## src/rtl/updown_counter_param.sv

```systemverilog
// updown_counter_param: WIDTH-bit modulo-(MAX_VAL+1) up/down counter.
// Supports count enable, a synchronous parallel load that clamps to MAX_VAL,
// wrap or saturate behaviour at the range ends, and a combinational
// terminal-count flag. It also provides registered overflow/underflow pulses
// and a sticky error flag.
// Optional feature: define UPDOWN_CNT_GRAY_EN to add a registered Gray-coded
// copy of the count (cnt_gray). Use this only with MAX_VAL == 2**WIDTH-1.
module updown_counter_param #(
  parameter int              WIDTH    = 4,
  parameter logic [WIDTH-1:0] MAX_VAL = {WIDTH{1'b1}},
  parameter int              SATURATE = 0
) (
  input  logic             clk,
  input  logic             rst,
  input  logic             en,
  input  logic             ctrl,
  input  logic             load,
  input  logic [WIDTH-1:0] load_val,
  input  logic             clr_err,
  output logic [WIDTH-1:0] cnt,
  output logic             tc,
  output logic             ovf,
  output logic             udf,
  output logic             err
`ifdef UPDOWN_CNT_GRAY_EN
  ,
  output logic [WIDTH-1:0] cnt_gray
`endif
);

  logic [WIDTH-1:0] cnt_q, cnt_d;
  logic             ovf_q, ovf_d;
  logic             udf_q, udf_d;
  logic             err_q, err_d;

  // Next count and event pulses: load beats count; range ends wrap or hold
  always_comb begin
    cnt_d = cnt_q;
    ovf_d = 1'b0;
    udf_d = 1'b0;
    if (load) begin
      cnt_d = (load_val > MAX_VAL) ? MAX_VAL : load_val;
    end else if (en) begin
      if (ctrl) begin
        if (cnt_q == MAX_VAL) begin
          ovf_d = 1'b1;
          cnt_d = (SATURATE != 0) ? cnt_q : '0;
        end else begin
          cnt_d = cnt_q + 1'b1;
        end
      end else begin
        if (cnt_q == '0) begin
          udf_d = 1'b1;
          cnt_d = (SATURATE != 0) ? cnt_q : MAX_VAL;
        end else begin
          cnt_d = cnt_q - 1'b1;
        end
      end
    end
  end

  // Sticky error: a new event wins over a coincident clear
  always_comb begin
    err_d = err_q;
    if (clr_err) begin
      err_d = 1'b0;
    end
    if (ovf_d || udf_d) begin
      err_d = 1'b1;
    end
  end

  // State registers with synchronous reset overriding load and count
  always_ff @(posedge clk) begin
    if (rst) begin
      cnt_q <= '0;
      ovf_q <= 1'b0;
      udf_q <= 1'b0;
      err_q <= 1'b0;
    end else begin
      cnt_q <= cnt_d;
      ovf_q <= ovf_d;
      udf_q <= udf_d;
      err_q <= err_d;
    end
  end

`ifdef UPDOWN_CNT_GRAY_EN
  logic [WIDTH-1:0] gray_q, gray_d;

  // Gray code of the next count, so it tracks cnt on the same edge
  always_comb begin
    gray_d = cnt_d ^ (cnt_d >> 1);
  end

  // Gray register, cleared alongside the count
  always_ff @(posedge clk) begin
    if (rst) begin
      gray_q <= '0;
    end else begin
      gray_q <= gray_d;
    end
  end

  assign cnt_gray = gray_q;
`endif

  // Terminal count looks at the current direction, not at enable
  always_comb begin
    tc = ctrl ? (cnt_q == MAX_VAL) : (cnt_q == '0);
  end

  assign cnt = cnt_q;
  assign ovf = ovf_q;
  assign udf = udf_q;
  assign err = err_q;

endmodule
```

## config.mk

```make
export PLATFORM = sky130hd
export DESIGN_NAME = updown_counter_param
export DESIGN_NICKNAME = d
export VERILOG_FILES = /design/src/rtl/updown_counter_param.sv
export SDC_FILE = /design/constraint.sdc
export NUM_CORES = 1
export LEC_CHECK = 0
export CAP_MARGIN = 0
export CELL_PAD_IN_SITES_DETAIL_PLACEMENT = 1
export CELL_PAD_IN_SITES_GLOBAL_PLACEMENT = 1
export CORE_UTILIZATION = 28
export DETAILED_ROUTE_END_ITERATION = 12
export PLACE_DENSITY_LB_ADDON = 0.3
export SLEW_MARGIN = 40
export SYNTH_ARGS = -nofsm -noshare
export SYNTH_HDL_FRONTEND = slang
export SYNTH_SLANG_ARGS = --single-unit
```

## constraint.sdc

```tcl
create_clock -name clk -period 1.88 [get_ports clk]
set_clock_uncertainty 0.05 [all_clocks]
set_input_delay 0.47 -clock clk [delete_from_list [all_inputs] [get_ports clk]]
set_output_delay 0.47 -clock clk [all_outputs]
set_load 0.02 [all_outputs]
```

==> results of run 1 <==
## worst max-delay path, delay by kind of cell (launching register included)
kind | cells | cell delay [ps]
fa+ha+maj | 1 | 130
buf+inv | 2 | 180
flops | 1 | 320
simple gates | 2 | 550
## cell families after synthesis
| logic type | synth area share, % |
|---|---|
| adder cells (fa/ha/maj) | 5.57 |
| XOR/XNOR | 5.85 |
| buffers and inverters | 7.80 |
| AO/OA/AOI/OAI | 16.2 |
| AND/OR/NAND/NOR | 28.7 |
| multiplexers | 4.74 |
| flip-flops | 31.2 |
## final cells by class
cell class | count | share of cell area [%]
flip-flops and latches | 7 | 18.4
inverters | 3 | 1.46
multi-input cells | 41 | 38.0
well taps | 16 | 2.59
clock buffers | 4 | 3.40
repair buffers | 31 | 36.1
## routing by layer
metal  vias up  GRT usage, %  part of all wire, %
met2        13          31.3                   53
met1       241          22.4                   41
li1        251             -                    -
met3         2          8.19                  5.3
met4         0          5.00                 0.88
met5         -             0                    0
## cell usage in the layout, fill, tap and decap left out
cell type / count
dlymetal6s2s_1: 2
nor2_1: 7
dlygate4sd2_1: 2
a21oi_1: 4
or4b_4: 1
o21ai_0: 5
nand2b_1: 1
mux2i_1: 1
nand3b_1: 1
ha_1: 1
mux2_2: 1
xnor2_1: 3
nand2_1: 3
o21a_1: 1
nand4_1: 1
and4b_1: 2
a22oi_1: 1
inv_1: 1
inv_2: 2
or4_1: 1
nand2_4: 1
clkbuf_1: 1
nor2b_1: 2
dfxtp_1: 5
buf_4: 14
clkbuf_4: 3
nand3_1: 1
ha_4: 1
dfxtp_2: 2
clkdlybuf4s50_1: 11
buf_6: 1
a211oi_2: 1
or3b_2: 1
clkdlybuf4s15_1: 1
## final timing paths
check | start | endpoint | slack, ps | cells after the start
hold / removal | err | err | 440 | 2
hold reg to reg | err | err | 440 | 2
setup / recovery | cnt[1] | tc | -90 | 5
setup reg to reg | cnt[0] | cnt[3] | 220 | 7
## per-stage QoR
step | setup slack, ps | utilization (%)
CTS | -86.0 | 49.7
detailed placement | -751 | 45.8
global placement | -743 | 45.8
global route | -144 | 51.3
floorplan | 73.7 | -
finish | -94.1 | 51.3
## timing repair
action	4_1_cts	5_1_grt
setup endpoints to repair	4	3
buffers inserted	2	2
gates resized for setup	17	3
pin swaps	2	2
## flip-flops by register name, summed over array words and instances, names as in the netlist
| signal | count |
|---|---|
| err | 1 |
| udf | 1 |
| cnt | 4 |
| ovf | 1 |
## power by group
group | leakage [nW] | switching, mW | internal (mW)
Sequential | 0.0580 | 0.00513 | 0.157
Combinational | 0.280 | 0.0769 | 0.0934
Clock | 0.0150 | 0.0650 | 0.0816
==> flow_metrics.env, run 1 <==
export IMPL_ios=18
export IMPL_setup_viol=1
export IMPL_fin_crit_ps=1970
export IMPL_grt_usage_pct=18.9
export IMPL_clock_root_buffer="clkbuf_4"
export IMPL_finalPower_mw=0.479
export IMPL_firstDrtPassIters=4
export IMPL_rsz0062_at_grt="true"
export IMPL_cts_sinks=7
export IMPL_gp_congestion=0.809
export IMPL_ff_latch_area_um2=143
export IMPL_criticalPathCategory="register to output port"
export IMPL_via_count=507
export IMPL_synthCells=55
export IMPL_ys_top_cells_by_count="dfxtp_1, nor2_1, o21ai_0"
export IMPL_drt_iter0_drc=3
export IMPL_antenna_cells=0
export IMPL_cp_max_fo=2
export IMPL_drt_wl_total_um=1480
export IMPL_cts_htree_levels=1
export IMPL_drc=0
export IMPL_nNetsFinal=99
export IMPL_grt_max_degree=10
export IMPL_ant_nets=0
export IMPL_fill_cells=190
export IMPL_grt_antenna_before_repair=0
export IMPL_yosys_top_cells_area="dfxtp_1, nor2_1, xnor2_1"
export IMPL_setup_ws_ps=-94.1
export IMPL_clk_latency_ps=260
export IMPL_clk_pin_slew_ps=60
export IMPL_p_per_area_nw_per_um2=620
export IMPL_crit_chain="inv_2 > ha_4 > or4b_4 > nand2_4 > buf_6"
export IMPL_wl_per_cell_um=14.5
export IMPL_yosysTopAreaCell="dfxtp_1"
export IMPL_hold_buffers=0
export IMPL_placed_area_um2=691
export IMPL_critPathCaptureType="output port"
export IMPL_yosys_warnings=0
export IMPL_placed_cells=94
export IMPL_cts_tree="built"
export IMPL_worst_slew_pin_slew_ps=242
export IMPL_ys_types=25
export IMPL_maxCapViolations=0
export IMPL_die_x_um=42.1
export IMPL_instances_no_fill=102
export IMPL_cts_buffer_depth=2
export IMPL_dieHeight_um=42.1
export IMPL_grt_pass1_wl_um=2440
export IMPL_viasPerCell=4.97
export IMPL_post_dp_hpwl_um=1020
export IMPL_area_delta_synth_final_pct=72.1
export IMPL_die_area_um2=1770
export IMPL_fmax_mhz=507
export IMPL_multiInputGateArea_um2=294
export IMPL_slowest_stage="or4b_4"
export IMPL_violations="setup timing"
export IMPL_ys_flop_type="dfxtp_1"
export IMPL_crit_path_start_kind="register"
export IMPL_netlist_area_um2=449
export IMPL_setup_tns_ps=-94.1
export IMPL_ys_async_sr_fraction_pct=0
export IMPL_synth_nets=67
export IMPL_hold_path_class="register to register"
export IMPL_maxSlewHeadroom_pct=83.8
export IMPL_grt_pass1_vias=520
export IMPL_max_vdd_ir_drop_mv=0.390
export IMPL_synth_enable_flop_cells=0
export IMPL_port_buffers=17
export IMPL_core_rowCount=14
export IMPL_synth_top_area_share_pct=31.2
export IMPL_cts_buffers=3
export IMPL_hold_slack_ps=437
export IMPL_fin_crit_sh_pct=105
export IMPL_drive_gt1_share_pct=32.6
export IMPL_cp_required_ps=1360
export IMPL_outcome="complete, but fails checks"
export IMPL_slew_violations=0
export IMPL_p_leak_nw=0.353
export IMPL_arrival_ps=1450
export IMPL_initial_utilization_pct=29.8
export IMPL_gr_total_overflow=0
export IMPL_core_um2=1510
export IMPL_yosysSeqAreaShare_pct=31.2
export IMPL_syn_area_per_cell_um2=8.17
export IMPL_finalHoldViolations=0
export IMPL_final_area_um2=773
export IMPL_cpPeakStageDelay_ps=470
export IMPL_ys_seq_elements=7
(Power assumes the default switching activity.)
==> run 2: changes to the inputs <==
--- a/config.mk
+++ b/config.mk
@@ -8,6 +8,7 @@
 export CAP_MARGIN = 0
 export CELL_PAD_IN_SITES_DETAIL_PLACEMENT = 1
 export CELL_PAD_IN_SITES_GLOBAL_PLACEMENT = 1
+export CORE_ASPECT_RATIO = 1.1
 export CORE_UTILIZATION = 28
 export DETAILED_ROUTE_END_ITERATION = 12
 export PLACE_DENSITY_LB_ADDON = 0.3
==> flow_metrics.env, run 2 (same netlist as run 1, synthesis figures left out) <==
export IMPL_outcome="complete, but fails checks"
export IMPL_violations="setup timing"
export IMPL_ant_nets=0
export IMPL_timing_rr_end="cnt[3]"
export IMPL_drive_gt1_share_pct=30.6
export IMPL_maxSlewHeadroom_pct=80.9
export IMPL_dieHeight_um=44.0
export IMPL_multiInputGateArea_um2=294
export IMPL_grt_antenna_before_repair=0
export IMPL_crit_family="simple AND/OR/NAND/NOR gates"
export IMPL_fin_crit_ps=1970
export IMPL_post_dp_hpwl_um=1010
export IMPL_criticalPathCategory="primary input to output port"
export IMPL_antenna_cells=0
export IMPL_die_area_um2=1770
export IMPL_cpPeakStageDelay_ps=540
export IMPL_comb_power_share_pct=35.4
export IMPL_cp_required_ps=1360
export IMPL_nNetsFinal=98
export IMPL_fin_crit_sh_pct=105
export IMPL_slew_violations=0
export IMPL_slowest_stage="or4b_4"
export IMPL_critPathCaptureType="output port"
export IMPL_reg2reg_slack_ps=270
export IMPL_firstDrtPassIters=2
export IMPL_gr_total_overflow=0
export IMPL_cts_sinks=7
export IMPL_ios=18
export IMPL_dp_slack_ps=-746
export IMPL_clock_root_buffer="clkbuf_4"
export IMPL_p_int_mw=0.329
export IMPL_grt_pass1_wl_um=2380
export IMPL_reg2reg_from="cnt[0]"
export IMPL_p_leak_nw=0.324
export IMPL_cts_buffer_depth=2
export IMPL_cp_max_fo=2
export IMPL_port_buffers=17
export IMPL_p_per_area_nw_per_um2=619
export IMPL_wl_per_cell_um=14.0
export IMPL_core_rowCount=14
export IMPL_switchingPower_mw=0.140
export IMPL_cp_num_cells=4
export IMPL_setup_tns_ps=-88.7
export IMPL_hold_buffers=0
export IMPL_rsz0062_at_grt="true"
export IMPL_r2r_cells=6
export IMPL_clk_pin_slew_ps=60
export IMPL_area_delta_synth_final_pct=68.5
export IMPL_max_vdd_ir_drop_mv=0.347
export IMPL_largest_register_ffs=4
export IMPL_finalHoldViolations=0
export IMPL_pwr_share_clk_pct=29.9
export IMPL_crit_end="tc"
export IMPL_setup_ws_ps=-88.7
export IMPL_cts_htree_levels=1
export IMPL_crit_path_start_kind="primary input"
export IMPL_grt_usage_pct=20.7
export IMPL_drt_iter0_drc=3
export IMPL_drc=0
export IMPL_initial_utilization_pct=31.3
export IMPL_hold_path_class="register to register"
export IMPL_maxCapViolations=0
export IMPL_finalPower_mw=0.468
export IMPL_swShare_pct=29.8
export IMPL_fmax_mhz=508
export IMPL_mostFrequentLayoutCells="buf_4, clkdlybuf4s50_1, nor2_1"
export IMPL_crit_chain="dlygate4sd2_1 > or4b_4 > nand2_4 > buf_6"
export IMPL_setup_viol=1
export IMPL_worst_slew_pin_slew_ps=285
export IMPL_grt_pass1_vias=560
export IMPL_critPathBufInv=2
export IMPL_seqPwrFrac_pct=34.7
export IMPL_final_common_cell="buf_4"
export IMPL_gp_congestion=0.782
export IMPL_via_count=511
export IMPL_cp_startpoint="ctrl"
export IMPL_clk_latency_ps=250
export IMPL_grt_max_degree=10
export IMPL_cts_tree="built"
export IMPL_fill_cells=184
export IMPL_viasPerCell=5.06
export IMPL_cts_buffers=3
export IMPL_arrival_ps=1450
export IMPL_drt_wl_total_um=1420
export IMPL_core_um2=1440
export IMPL_die_x_um=40.2
export IMPL_ff_latch_area_um2=141
## run 2: what timing repair did
item | CTS | global route
pin swaps | 3 | 2
resized for setup | 17 | 0
setup endpoints to repair | 3 | 1
setup buffers | 3 | 0
## run 2: final cells by class
cell class	instances	share of cell area (%)
inverter	3	1.49
multi-input combinational	41	38.8
timing repair buffer	30	34.9
tap	16	2.64
sequential	7	18.7
clock buffer	4	3.47
## run 2: power by group through the flow
stage	clock (mW)	sequential, mW	combinational, mW
after floorplan	0	0.180	0.0670
after global placement	0	0.164	0.149
after detailed placement	0	0.165	0.153
after CTS	0.147	0.162	0.166
after global routing	0.155	0.163	0.182
final	0.140	0.162	0.166
## run 2: worst min-delay path by stage
stage	start	to	slack (ps)	cells after the start
floorplan	rst	err	490	1
global placement	err	err	410	2
detailed placement	err	err	430	2
CTS	err	err	430	2
global route	err	err	460	2
finish	err	err	430	2
## run 2: worst reg2reg max path, delay by kind of cell (launching register included)
kind	cells	cell delay (ps)
flops	1	310
buf+inv	2	230
fa+ha+maj	1	130
simple gates	2	640
compound gates	1	170
## run 2: metrics by stage
step	area [um^2]	util, %	hold WS (ps)	std cells
after floorplan	449	-	489	55
after CTS	757	52.7	433	101
after global routing	757	52.7	464	101
after global placement	691	48.1	411	94
after detailed placement	691	48.1	426	94
final	757	52.7	432	101
## run 2: routing by layer
layer | wire [um] | global-route usage, % | part of all wire (%)
met1 | 551 | 22.4 | 39
met2 | 744 | 31.9 | 52
met3 | 73 | 10.3 | 5.1
met4 | 49 | 11.3 | 3.5
met5 | 0 | 0 | 0
